File: config.mk
export PLATFORM = sky130hd
export DESIGN_NAME = execute_cycle_flat
export DESIGN_NICKNAME = d
export VERILOG_FILES = /design/src/rtl/exec_pkg.sv /design/src/rtl/execute_cycle_if.sv /design/src/rtl/mac_mult_seq.sv /design/src/rtl/execute_cycle.sv /design/src/flat_wrapper.sv
export SDC_FILE = /design/constraint.sdc
export NUM_CORES = 1
export LEC_CHECK = 0
export BUFFER_PORTS_ARGS = -buffer_cell sky130_fd_sc_hd__buf_2
export CORE_ASPECT_RATIO = 0.8
export CORE_UTILIZATION = 35
export CTS_BUF_LIST = sky130_fd_sc_hd__clkbuf_8
export CTS_CLUSTER_SIZE = 8
export DETAILED_ROUTE_END_ITERATION = 16
export PLACE_DENSITY = 0.61
export RECOVER_POWER = 50
export SETUP_SLACK_MARGIN = 0.15
export SYNTH_ARGS = -nofsm -noshare
export SYNTH_HDL_FRONTEND = slang
export SYNTH_HIERARCHICAL = 1
export SYNTH_SLANG_ARGS = --single-unit
File: constraint.sdc
create_clock -name clk -period 4.9 [get_ports clk]
set_input_delay 0.245 -clock clk [delete_from_list [all_inputs] [get_ports clk]]
set_output_delay 0.245 -clock clk [all_outputs]
set_load 0.02 [all_outputs]
File: src/rtl/exec_pkg.sv
// Shared definitions for the RV32 execute stage: ALU op codes, MUL/MAC FSM states,
// forwarding selects and MAC saturation limits.
package exec_pkg;

   // Datapath width; the multiplier busy time equals XLEN cycles (only 32 is supported).
   localparam int XLEN = 32;

   localparam logic [5:0] OP_ADD    = 6'h00;
   localparam logic [5:0] OP_SUB    = 6'h01;
   localparam logic [5:0] OP_AND    = 6'h02;
   localparam logic [5:0] OP_OR     = 6'h03;
   localparam logic [5:0] OP_SLT    = 6'h05;
   localparam logic [5:0] OP_MUL    = 6'h10;
   localparam logic [5:0] OP_MAC    = 6'h11;
   localparam logic [5:0] OP_MACRD  = 6'h12;
   localparam logic [5:0] OP_MACCLR = 6'h13;

   localparam logic [1:0] FWD_RD = 2'b00;
   localparam logic [1:0] FWD_W  = 2'b01;
   localparam logic [1:0] FWD_M  = 2'b10;

   localparam logic [XLEN-1:0] SAT_MAX = 32'h7FFF_FFFF;
   localparam logic [XLEN-1:0] SAT_MIN = 32'h8000_0000;

   typedef enum logic [1:0] {
      ST_IDLE = 2'd0,
      ST_BUSY = 2'd1,
      ST_DONE = 2'd2
   } mul_state_t;

   function automatic logic is_mult_op(input logic [5:0] op);
      return (op == OP_MUL) || (op == OP_MAC);
   endfunction

endpackage

File: src/rtl/execute_cycle_if.sv
// ID/EX inputs and EX/MEM outputs of the execute stage; master = upstream pipeline, slave = execute_cycle.
interface execute_cycle_if;
   import exec_pkg::*;

   logic            RegWriteE, ALUSrcE, MemWriteE, ResultSrcE, BranchE;
   logic [5:0]      ALUControlE;
   logic [XLEN-1:0] RD1_E, RD2_E, Imm_Ext_E, PCE, PCPlus4E;
   logic [4:0]      RD_E;
   logic [1:0]      ForwardAE, ForwardBE;
   logic [XLEN-1:0] ResultW;

   logic            PCSrcE;
   logic [XLEN-1:0] PCTargetE;
   logic            StallE;
   logic            RegWriteM, MemWriteM, ResultSrcM;
   logic [XLEN-1:0] ALUResultM, WriteDataM, PCPlus4M;
   logic [4:0]      RD_M;

   modport master (
      output RegWriteE, ALUSrcE, MemWriteE, ResultSrcE, BranchE, ALUControlE,
             RD1_E, RD2_E, Imm_Ext_E, PCE, PCPlus4E, RD_E, ForwardAE, ForwardBE, ResultW,
      input  PCSrcE, PCTargetE, StallE, RegWriteM, MemWriteM, ResultSrcM,
             ALUResultM, WriteDataM, PCPlus4M, RD_M
   );

   modport slave (
      input  RegWriteE, ALUSrcE, MemWriteE, ResultSrcE, BranchE, ALUControlE,
             RD1_E, RD2_E, Imm_Ext_E, PCE, PCPlus4E, RD_E, ForwardAE, ForwardBE, ResultW,
      output PCSrcE, PCTargetE, StallE, RegWriteM, MemWriteM, ResultSrcM,
             ALUResultM, WriteDataM, PCPlus4M, RD_M
   );

endinterface

File: src/rtl/mac_mult_seq.sv
// Radix-2 shift-add multiplier: one partial product per cycle, yields the low XLEN bits of a*b.
module mac_mult_seq
   import exec_pkg::*;
(
   input  logic            clk,
   input  logic            rst,
   input  logic            start,
   input  logic [XLEN-1:0] a,
   input  logic [XLEN-1:0] b,
   output logic            busy,
   output logic            done,
   output logic [XLEN-1:0] product
);

   logic [XLEN-1:0] mcand;
   // Remaining multiplier bits with a marker bit above them; the marker reaching bit 0 ends the run.
   logic [XLEN:0]   mplier;

   assign busy = |mplier[XLEN:1];

   // NOTE: non-blocking assignments so every register here samples the pre-edge values.
   always_ff @(posedge clk) begin
      if (rst) begin
         mcand   <= '0;
         mplier  <= '0;
         product <= '0;
         done    <= 1'b0;
      end else if (start) begin
         mcand   <= a;
         mplier  <= {1'b1, b};
         product <= '0;
         done    <= 1'b0;
      end else begin
         done <= 1'b0;
         if (busy) begin
            if (mplier[0]) product <= product + mcand;
            mcand  <= mcand << 1;
            mplier <= mplier >> 1;
            done   <= (mplier[XLEN:2] == '0);
         end
      end
   end

endmodule

File: src/rtl/execute_cycle.sv
// RV32 execute stage: forwarding, ALU, branch resolve, EX/MEM register and a stalling MUL/MAC unit.
// Define EXEC_MAC_SAT_EN for signed saturation of the MAC accumulate; otherwise it wraps.
module execute_cycle
   import exec_pkg::*;
(
   input  logic           clk,
   input  logic           rst,
   execute_cycle_if.slave bus
);

   localparam int CNT_W = $clog2(XLEN);

   mul_state_t      state, state_nxt;
   logic [CNT_W-1:0] cnt, cnt_nxt;
   logic [XLEN-1:0] fwd_a, fwd_b, src_a, src_b;
   logic [XLEN-1:0] alu_res, ex_res, acc, product, raw_sum, mac_sum;
   logic            stall, mult_start, mult_busy, mult_done, is_mult;

   always_comb begin
      case (bus.ForwardAE)
         FWD_W:   fwd_a = bus.ResultW;
         FWD_M:   fwd_a = bus.ALUResultM;
         default: fwd_a = bus.RD1_E;
      endcase
      case (bus.ForwardBE)
         FWD_W:   fwd_b = bus.ResultW;
         FWD_M:   fwd_b = bus.ALUResultM;
         default: fwd_b = bus.RD2_E;
      endcase
   end

   assign src_a   = fwd_a;
   assign src_b   = bus.ALUSrcE ? bus.Imm_Ext_E : fwd_b;
   assign is_mult = is_mult_op(bus.ALUControlE);

   always_comb begin
      case (bus.ALUControlE)
         OP_ADD:    alu_res = src_a + src_b;
         OP_SUB:    alu_res = src_a - src_b;
         OP_AND:    alu_res = src_a & src_b;
         OP_OR:     alu_res = src_a | src_b;
         OP_SLT:    alu_res = {{(XLEN-1){1'b0}}, ($signed(src_a) < $signed(src_b))};
         OP_MACRD:  alu_res = acc;
         OP_MACCLR: alu_res = '0;
         default:   alu_res = '0;
      endcase
   end

   assign raw_sum = acc + product;
`ifdef EXEC_MAC_SAT_EN
   logic mac_ovf;
   // Overflow only when both addends share a sign that the sum does not.
   assign mac_ovf = (acc[XLEN-1] == product[XLEN-1]) && (raw_sum[XLEN-1] != acc[XLEN-1]);
   assign mac_sum = mac_ovf ? (acc[XLEN-1] ? SAT_MIN : SAT_MAX) : raw_sum;
`else
   assign mac_sum = raw_sum;
`endif

   assign ex_res = (state == ST_DONE) ?
                   ((bus.ALUControlE == OP_MAC) ? mac_sum : product) : alu_res;

   assign bus.PCSrcE    = bus.BranchE & (src_a == src_b) & (state == ST_IDLE);
   assign bus.PCTargetE = bus.PCE + bus.Imm_Ext_E;
   assign bus.StallE    = stall;

   // NOTE: defaults assigned first so no path leaves a signal unassigned, which would infer a latch.
   always_comb begin
      state_nxt  = state;
      cnt_nxt    = cnt;
      stall      = 1'b0;
      mult_start = 1'b0;
      case (state)
         ST_IDLE: begin
            if (is_mult) begin
               stall = 1'b1;
               if (!mult_busy) begin
                  mult_start = 1'b1;
                  state_nxt  = ST_BUSY;
                  cnt_nxt    = '0;
               end
            end
         end
         ST_BUSY: begin
            stall   = 1'b1;
            cnt_nxt = cnt + 1'b1;
            if (cnt == CNT_W'(XLEN-1)) state_nxt = ST_DONE;
         end
         ST_DONE: state_nxt = ST_IDLE;
         default: state_nxt = ST_IDLE;
      endcase
   end

   always_ff @(posedge clk) begin
      if (rst) begin
         state <= ST_IDLE;
         cnt   <= '0;
      end else begin
         state <= state_nxt;
         cnt   <= cnt_nxt;
      end
   end

   // Operands are captured at issue: M/W hold bubbles while the multiply runs.
   mac_mult_seq u_mult (
      .clk     (clk),
      .rst     (rst),
      .start   (mult_start),
      .a       (fwd_a),
      .b       (fwd_b),
      .busy    (mult_busy),
      .done    (mult_done),
      .product (product)
   );

   always_ff @(posedge clk) begin
      if (rst) begin
         acc <= '0;
      end else if ((state == ST_IDLE) && (bus.ALUControlE == OP_MACCLR)) begin
         acc <= '0;
      end else if ((state == ST_DONE) && (bus.ALUControlE == OP_MAC) && mult_done) begin
         acc <= mac_sum;
      end
   end

   // EX/MEM: bubbles clear only the control bits; data fields hold while stalled.
   always_ff @(posedge clk) begin
      if (rst) begin
         bus.RegWriteM  <= 1'b0;
         bus.MemWriteM  <= 1'b0;
         bus.ResultSrcM <= 1'b0;
         bus.ALUResultM <= '0;
         bus.WriteDataM <= '0;
         bus.PCPlus4M   <= '0;
         bus.RD_M       <= '0;
      end else if (stall) begin
         bus.RegWriteM  <= 1'b0;
         bus.MemWriteM  <= 1'b0;
         bus.ResultSrcM <= 1'b0;
      end else begin
         bus.RegWriteM  <= bus.RegWriteE;
         bus.MemWriteM  <= bus.MemWriteE;
         bus.ResultSrcM <= bus.ResultSrcE;
         bus.ALUResultM <= ex_res;
         bus.WriteDataM <= fwd_b;
         bus.PCPlus4M   <= bus.PCPlus4E;
         bus.RD_M       <= bus.RD_E;
      end
   end

endmodule
File: src/flat_wrapper.sv
// flat-port wrapper written by rule: the top's interface ports become plain ports
module execute_cycle_flat import exec_pkg::*;
  (clk, rst, bus_RegWriteE, bus_ALUSrcE, bus_MemWriteE, bus_ResultSrcE, bus_BranchE, bus_ALUControlE, bus_RD1_E, bus_RD2_E, bus_Imm_Ext_E, bus_PCE, bus_PCPlus4E, bus_RD_E, bus_ForwardAE, bus_ForwardBE, bus_ResultW, bus_PCSrcE, bus_PCTargetE, bus_StallE, bus_RegWriteM, bus_MemWriteM, bus_ResultSrcM, bus_ALUResultM, bus_WriteDataM, bus_PCPlus4M, bus_RD_M);
  execute_cycle_if bus_i ();
  input  logic clk;
  input  logic rst;
  input wire logic [$bits(bus_i.RegWriteE)-1:0] bus_RegWriteE;
  input wire logic [$bits(bus_i.ALUSrcE)-1:0] bus_ALUSrcE;
  input wire logic [$bits(bus_i.MemWriteE)-1:0] bus_MemWriteE;
  input wire logic [$bits(bus_i.ResultSrcE)-1:0] bus_ResultSrcE;
  input wire logic [$bits(bus_i.BranchE)-1:0] bus_BranchE;
  input wire logic [$bits(bus_i.ALUControlE)-1:0] bus_ALUControlE;
  input wire logic [$bits(bus_i.RD1_E)-1:0] bus_RD1_E;
  input wire logic [$bits(bus_i.RD2_E)-1:0] bus_RD2_E;
  input wire logic [$bits(bus_i.Imm_Ext_E)-1:0] bus_Imm_Ext_E;
  input wire logic [$bits(bus_i.PCE)-1:0] bus_PCE;
  input wire logic [$bits(bus_i.PCPlus4E)-1:0] bus_PCPlus4E;
  input wire logic [$bits(bus_i.RD_E)-1:0] bus_RD_E;
  input wire logic [$bits(bus_i.ForwardAE)-1:0] bus_ForwardAE;
  input wire logic [$bits(bus_i.ForwardBE)-1:0] bus_ForwardBE;
  input wire logic [$bits(bus_i.ResultW)-1:0] bus_ResultW;
  output wire logic [$bits(bus_i.PCSrcE)-1:0] bus_PCSrcE;
  output wire logic [$bits(bus_i.PCTargetE)-1:0] bus_PCTargetE;
  output wire logic [$bits(bus_i.StallE)-1:0] bus_StallE;
  output wire logic [$bits(bus_i.RegWriteM)-1:0] bus_RegWriteM;
  output wire logic [$bits(bus_i.MemWriteM)-1:0] bus_MemWriteM;
  output wire logic [$bits(bus_i.ResultSrcM)-1:0] bus_ResultSrcM;
  output wire logic [$bits(bus_i.ALUResultM)-1:0] bus_ALUResultM;
  output wire logic [$bits(bus_i.WriteDataM)-1:0] bus_WriteDataM;
  output wire logic [$bits(bus_i.PCPlus4M)-1:0] bus_PCPlus4M;
  output wire logic [$bits(bus_i.RD_M)-1:0] bus_RD_M;
  assign bus_i.RegWriteE = bus_RegWriteE;
  assign bus_i.ALUSrcE = bus_ALUSrcE;
  assign bus_i.MemWriteE = bus_MemWriteE;
  assign bus_i.ResultSrcE = bus_ResultSrcE;
  assign bus_i.BranchE = bus_BranchE;
  assign bus_i.ALUControlE = bus_ALUControlE;
  assign bus_i.RD1_E = bus_RD1_E;
  assign bus_i.RD2_E = bus_RD2_E;
  assign bus_i.Imm_Ext_E = bus_Imm_Ext_E;
  assign bus_i.PCE = bus_PCE;
  assign bus_i.PCPlus4E = bus_PCPlus4E;
  assign bus_i.RD_E = bus_RD_E;
  assign bus_i.ForwardAE = bus_ForwardAE;
  assign bus_i.ForwardBE = bus_ForwardBE;
  assign bus_i.ResultW = bus_ResultW;
  assign bus_PCSrcE = bus_i.PCSrcE;
  assign bus_PCTargetE = bus_i.PCTargetE;
  assign bus_StallE = bus_i.StallE;
  assign bus_RegWriteM = bus_i.RegWriteM;
  assign bus_MemWriteM = bus_i.MemWriteM;
  assign bus_ResultSrcM = bus_i.ResultSrcM;
  assign bus_ALUResultM = bus_i.ALUResultM;
  assign bus_WriteDataM = bus_i.WriteDataM;
  assign bus_PCPlus4M = bus_i.PCPlus4M;
  assign bus_RD_M = bus_i.RD_M;
  execute_cycle u_core (.clk(clk), .rst(rst), .bus(bus_i));
endmodule
== Yosys cells after proc, flatten, opt, wreduce, memory -nomap -nowiden ==
Index checks and enable logic that the tools add are counted.
Cells by class
  add/subtract/negate cells: 6
  multipliers: 0
  div/mod/pow operators: 0
  $lt $le $gt $ge: 1
  eq/ne operators: 19
  shift operators: 0
  multiplexer cells: 22
  bitwise logic cells: 5
  reduce and logical (&&, ||, !) cells: 17
Operator list (number)
  32-bit one-hot mux with 6 select lines: 1
  32-bit 2-to-1 mux: 5
  32-bit adder: 4
  32-bit one-hot mux with 2 select lines: 2
  33-bit 2-to-1 mux: 2
  32-bit AND: 1
  32-bit == test: 1
  32-bit less-than comparator: 1
  32-bit OR: 1
  32-bit OR reduction: 1
  32-bit subtractor: 1
  31-bit logical NOT: 1
  6-bit by 5-bit == test with 1-bit output, second input constant: 4
  6-bit by 2-bit == test with 1-bit output, second input constant: 2
  5-bit 2-to-1 mux: 2
  5-bit one-hot mux with 2 select lines: 1
  2-bit by 1-bit == test with 1-bit output, second input constant: 3
  2-bit == test, second input constant: 3
  6-bit by 1-bit == test with 1-bit output, second input constant: 1
  6-bit by 3-bit == test with 1-bit output, second input constant: 1
  6-bit logical NOT: 1
  2-bit 2-to-1 mux: 3
  3-bit AND reduction: 2
  2-bit OR reduction: 3
  other kinds (15): 23
Word-level totals
  register bits after elaboration: 241
  bits in latches: 0
  RAM bits: 0
  ROM bits: 0
  memories: 0

== Depth between registers and ports, before layout ==
  depth in word-level cells: 6
  mapped depth: 20
  mapped depth without buffers: 18

== Cells and area by module ==
Netlist, hierarchy kept.
By module, submodules not included
  execute_cycle: times used 1, cells each 2134, area an instance 15095.7 um^2, sequential area each 2862.7 um^2
  mac_mult_seq: times used 1, cells each 670, area an instance 5497.8 um^2, sequential area each 1961.9 um^2

== Least setup slack after synthesis ==
OpenSTA, ideal clock, no wires.
  kind: in2reg
  start point: input bus_ForwardBE[0]
  end point: register u_core/bus.ALUResultM[26] in the netlist's numbering
  arrival: 3913 ps
  slack: 854 ps
  stages on the path: 18
  buffers on the path: 2
  path through: inv_1 > ha_1 > clkbuf_1 > clkbuf_1 > o21ai_0 > mux2_2 > ha_1 > fa_1 > a21o_1 > a21oi_1 > o21ai_1 > a31o_2 > a21oi_1 > o21ai_1 > a211oi_1 > and3b_1 > a221oi_1 > a31oi_1
Between the ends
  word-level cells in the longest chain between the ends: 6
  elaborated cells between the ends (all ways): 10
RTL lines
  from (decl): line flat_wrapper.sv:20  | input wire logic [$bits(bus_i.ForwardBE)-1:0] bus_ForwardBE;
  2-bit == test / 2-bit by 1-bit == test with 1-bit output (equally long branches): line execute_cycle.sv:25  | case (bus.ForwardBE)
  32-bit one-hot mux with 2 select lines (*): line execute_cycle.sv:25
  named net u_core.fwd_b[0]: line execute_cycle.sv:15  | logic [XLEN-1:0] fwd_a, fwd_b, src_a, src_b;
  32-bit 2-to-1 mux (*): line execute_cycle.sv:33  | assign src_b = bus.ALUSrcE ? bus.Imm_Ext_E : fwd_b;
  32-bit subtractor / 32-bit adder (equally long branches): line execute_cycle.sv:39, execute_cycle.sv:38
  32-bit one-hot mux with 6 select lines (*): line execute_cycle.sv:37  | case (bus.ALUControlE)
  32-bit 2-to-1 mux (*): line execute_cycle.sv:59  | assign ex_res = (state == ST_DONE) ?
  to (signal assigned): line execute_cycle.sv:143  | bus.ALUResultM <= ex_res;
  to (decl): line execute_cycle_if.sv:30  | ALUResultM, WriteDataM, PCPlus4M, RD_M
Mark *: on every way through the listed nets, which the timed path passes. The rest lies on a longest branch.
A chain may end at the register's enable or synchronous reset.

== Final worst setup path ==
  start point: register u_core.u_mult.mplier[23]
  end point: register u_core.u_mult.product[29]
Between the ends
  word-level cells in the longest chain between the ends: 5
  elaborated cells between the ends (all ways): 6
RTL lines
  from (decl): line mac_mult_seq.sv:17  | logic [XLEN:0] mplier;
  from (signal assigned): line mac_mult_seq.sv:30  | mplier <= {1'b1, b};
  from (signal assigned): line mac_mult_seq.sv:38  | mplier <= mplier >> 1;
  32-bit OR reduction: line mac_mult_seq.sv:19  | assign busy = |mplier[XLEN:1];
  named net u_core.mult_busy: line execute_cycle.sv:17  | logic stall, mult_start, mult_busy, mult_done, is_mult;
  1-bit 2-to-1 mux: line execute_cycle.sv:76  | if (!mult_busy) begin
  1-bit 2-to-1 mux: line execute_cycle.sv:74  | if (is_mult) begin
  1-bit 2-to-1 mux: line execute_cycle.sv:72  | case (state)
  named net u_core.mult_start: line execute_cycle.sv:17
  2-bit OR reduction (no line)
  to (signal assigned): line mac_mult_seq.sv:36  | if (mplier[0]) product <= product + mcand;
  to (decl): line mac_mult_seq.sv:12  | output logic [XLEN-1:0] product
The timed path passes the listed nets, and every way through them passes these cells.

==> Flow_metrics.wiki <==
{| class="wikitable"
! Metric !! Value
|-
| Run status || finished with violations
|-
| Failing checks || max-capacitance violations, max-slew violations
|-
| Cell variety after synth || 81
|-
| Commonest non-fill, non-tap cells in the layout || sky130_fd_sc_hd__nand2_1, sky130_fd_sc_hd__a21oi_1, sky130_fd_sc_hd__nor2_1, sky130_fd_sc_hd__dfxtp_1, sky130_fd_sc_hd__buf_2
|-
| Share of the synthesized area in the top cell type || 23.4%
|-
| Data arrival time of the critical path || 5130 ps
|-
| Pwr Density || 248 mW/mm²
|-
| Type of the most critical hold path || input pin to register
|-
| Final number of setup-violating endpoints || 0
|-
| Critical path class || register to register
|-
| Number of buffers added on ports || 351
|-
| Total iterations of the first detailed-routing run || 6
|-
| Fill cell instance count of the final layout || 6249
|-
| Critical path startpoint category || register
|-
| Sequential cell fraction of total power || 33.9%
|-
| Detailed-placement wirelength estimate || 64200 µm
|-
| Most common cell after layout, fill and taps aside || sky130_fd_sc_hd__nand2_1
|-
| EDFF count, synth || 0
|-
| Multi-input combinational cell area || 0.0146 mm²
|-
| Clock skew after layout || 44.6 ps
|-
| Total Die Area || 0.0598 mm²
|-
| Detail-routed via count per cell || 5.72
|-
| Logic pwr share || 34.5%
|-
| Number of nets in the layout || 3586
|-
| Clock network latency to the later pin of the worst-skew pair || 610 ps
|-
| Cell area after synthesis || 0.0206 mm²
|-
| Slew at the pin closest to its max-slew limit || 1530 ps
|-
| Leakage power || 10.8 nW
|-
| Routed wire length per instance || 20.7 µm
|-
| Wire length of the first global-routing pass || 121000 µm
|-
| Endpoint kind of the worst setup timing path || register
|-
| Count of nets left with antenna violations after detail routing || 0
|-
| Clock share of power || 31.6%
|-
| Initial core utilization || 35.4%
|-
| Final Critical Period || 4650 ps
|-
| All-Layer GR Usage || 25.7%
|-
| Synth top area cells || sky130_fd_sc_hd__dfxtp_1, sky130_fd_sc_hd__ha_1, sky130_fd_sc_hd__a21oi_1
|-
| Root cell of the clock tree || sky130_fd_sc_hd__clkbuf_8
|-
| Setup total negative slack || 0 ps
|-
| Max-Slew Margin vs Limit || -2.07%
|-
| Reported net switching power || 0.00228 W
|-
| Overall power || 0.00605 W
|-
| Post-synthesis cell type with the largest combined area || sky130_fd_sc_hd__dfxtp_1
|-
| Fmax || 215 MHz
|-
| Sink count of the clock tree || 241
|-
| Post-cts sizing count || 0
|-
| Switching share of total power || 37.7%
|-
| Critical path data required time || 5380 ps
|-
| Maximum level of the CTS H-tree || 2
|-
| Die Ht || 219 µm
|-
| Sequential cell area fraction in the yosys report || 23.4%
|-
| Worst-path maximum fanout || 63
|-
| Number of global-route vias before repair || 20300
|-
| Width of the chip || 273 µm
|-
| Final slew viol count || 30
|-
| Hold buffer count at cts || 39
|-
| Grt total ovfl || 0
|-
| Core Footprint || 0.0581 mm²
|-
| Antenna violations before repair || 8
|-
| Largest net degree at the start of global routing || 84
|-
| Top-level I/O count || 352
|-
| Final Hold Fails || 0
|-
| Setup repair bufs after CTS || 0
|-
| Clock edge transition at the registers on the reported setup and hold paths || 70 ps
|-
| Share of async-settable or async-resettable flops after synthesis || 0%
|-
| DRC violation count after routing || 0
|-
| Post-synthesis register bit count || 241
|-
| Average footprint of a synthesized cell || 7.34 µm²
|-
| Sequential Area || 0.00482 mm²
|-
| Fraction of layout cells with a size suffix above 1 || 13.9%
|-
| Max clock buf depth || 3
|-
| Clock buffer count from CTS || 43
|-
| Number of warning messages in the yosys log || 6
|-
| Routability-driven placement congestion ratio || 0.982
|-
| Count of placed standard cells including taps || 3848
|-
| Total nets after synthesis || 3227
|-
| Count of routing violations after the opening detailed-route iteration || 2374
|-
| Fraction of the cycle the final worst path needs || 94.9%
|-
| Internal Power || 0.00377 W
|-
| Max Cap Viol || 1
|-
| Main synth FF type || sky130_fd_sc_hd__dfxtp_1
|-
| RSZ-0062 raised after global routing || false
|-
| Floorplan row count || 79
|-
| Cell Count, Final, Fillers Out || 3961
|-
| Largest vdd supply drop || 0.184 mV
|-
| DRT Wirelength || 81900 µm
|-
| Area Overhead vs Synth || 18.7%
|-
| Mapped Cells || 2804
|-
| Number of vias in the routed layout || 22700
|-
| CTS tree || built
|}
area by class of cell:
class | instances | area share [%]
Multi-Input combinational cell | 2263 | 59.9
Tap cell | 769 | 3.94
Clock inverter | 18 | 0.328
Clock buffer | 54 | 3.04
Antenna cell | 2 | 0.0205
Timing Repair Buffer | 482 | 11.0
Sequential cell | 241 | 19.7
Inverter | 132 | 2.03
final timing paths:
check / start / end / slack [ps] / depth (start not counted)
worst min register to register: u_core/bus.PCPlus4M[18]$_SDFFE_PP0N_ / u_core/bus.PCPlus4M[18]$_SDFFE_PP0N_ / 450 / 2
worst max register to register: u_core/u_mult/mplier[23]$_SDFFE_PP0P_ / u_core/u_mult/product[29]$_SDFFE_PP0P_ / 250 / 11
worst max-delay path: u_core/u_mult/mplier[23]$_SDFFE_PP0P_ / u_core/u_mult/product[29]$_SDFFE_PP0P_ / 250 / 11
worst min-delay path: rst / u_core/u_mult/mcand[23]$_SDFFE_PP0P_ / 30 / 2
layer usage:
metal / track usage [%] / wire, µm / up-vias
met1: 37.1 / 37600 / 10700
met3: 3.92 / 6670 / 158
met5: 0 / 23 / -
li1: - / - / 10800
met4: 7.56 / 2260 / 4
met2: 39.2 / 35400 / 997
synth_stat cells (21+ instances only):
library cell               number
sky130_fd_sc_hd__mux2_2        32
sky130_fd_sc_hd__xor2_1        27
sky130_fd_sc_hd__o21a_1        28
sky130_fd_sc_hd__a31oi_1       21
sky130_fd_sc_hd__o21bai_1      27
sky130_fd_sc_hd__nand3_1       43
sky130_fd_sc_hd__a211oi_1      29
sky130_fd_sc_hd__xnor2_1       68
sky130_fd_sc_hd__o21ai_1       33
sky130_fd_sc_hd__a22oi_1       76
sky130_fd_sc_hd__nor2_1       252
sky130_fd_sc_hd__and3_1        29
sky130_fd_sc_hd__ha_1         204
sky130_fd_sc_hd__nor3_1        54
sky130_fd_sc_hd__nor2b_1       24
sky130_fd_sc_hd__mux2i_1       78
sky130_fd_sc_hd__inv_1        128
sky130_fd_sc_hd__a21o_1        62
sky130_fd_sc_hd__o21ai_0      154
sky130_fd_sc_hd__a21oi_1      331
sky130_fd_sc_hd__dfxtp_1      241
sky130_fd_sc_hd__clkbuf_1     147
sky130_fd_sc_hd__nand2_1      392
sky130_fd_sc_hd__a221oi_1      37
power groups by stage:
stage | Clock (W) | Combinational (W) | Sequential [W]
2_1_floorplan | 0 | 0.00128 | 0.00214
3_3_place_gp | 0 | 0.00203 | 0.00209
3_5_place_dp | 0 | 0.00203 | 0.00209
4_1_cts | 0.00195 | 0.00206 | 0.00205
5_1_grt | 0.00203 | 0.00225 | 0.00206
6_report | 0.00191 | 0.00209 | 0.00205
registers in the layout (all words and copies together) (netlist names):
register and cells:
u_core/bus.MemWriteM 1, u_core/u_mult/mcand 32, u_core/u_mult/product 32, u_core/cnt 5, u_core/state 2, u_core/acc 32
u_core/bus.WriteDataM 32, u_core/bus.RD_M 5, u_core/bus.RegWriteM 1, u_core/u_mult/done 1, u_core/bus.ALUResultM 32, u_core/u_mult/mplier 33
u_core/bus.PCPlus4M 32, u_core/bus.ResultSrcM 1
kinds of logic (layout without fill, tap and decap cells):
logic type,count (synthesis),count (layout),share of synthesized area (%)
DFF,241,241,23.4
muxes,110,110,5.54
adders and majority gates,209,209,12.9
AOI/OAI and AO/OA,944,944,29.1
xor gates and xnor gates,95,95,4.04
buffers and inverters,300,686,5.56
other,0,2,0
and+or+nand+nor,905,905,19.4
stage by stage:
step                      worst slack, ps  hold WS, ps  instance area [µm²]  utilization, %
after floorplan                       854          385                20600               -
after global placement                224          435                23400            40.3
after detailed placement              171          440                23400            40.3
after CTS                             577        0.111                24600            42.4
after global routing                  193         24.0                24400            42.1
final                                 252         28.1                24400            42.1
critical path: stages, from the launching register on:
cell,delay [ps]
sky130_fd_sc_hd__dfxtp_1,320
sky130_fd_sc_hd__or4_1,550
sky130_fd_sc_hd__nor4_1,830
sky130_fd_sc_hd__nor4b_1,810
sky130_fd_sc_hd__inv_1,170
sky130_fd_sc_hd__or3_1,440
sky130_fd_sc_hd__nor3_2,200
sky130_fd_sc_hd__buf_12,380
sky130_fd_sc_hd__nor2_1,170
sky130_fd_sc_hd__and3_1,190
sky130_fd_sc_hd__and3_1,180
sky130_fd_sc_hd__a311o_1,270
(Power assumes the default switching activity.)
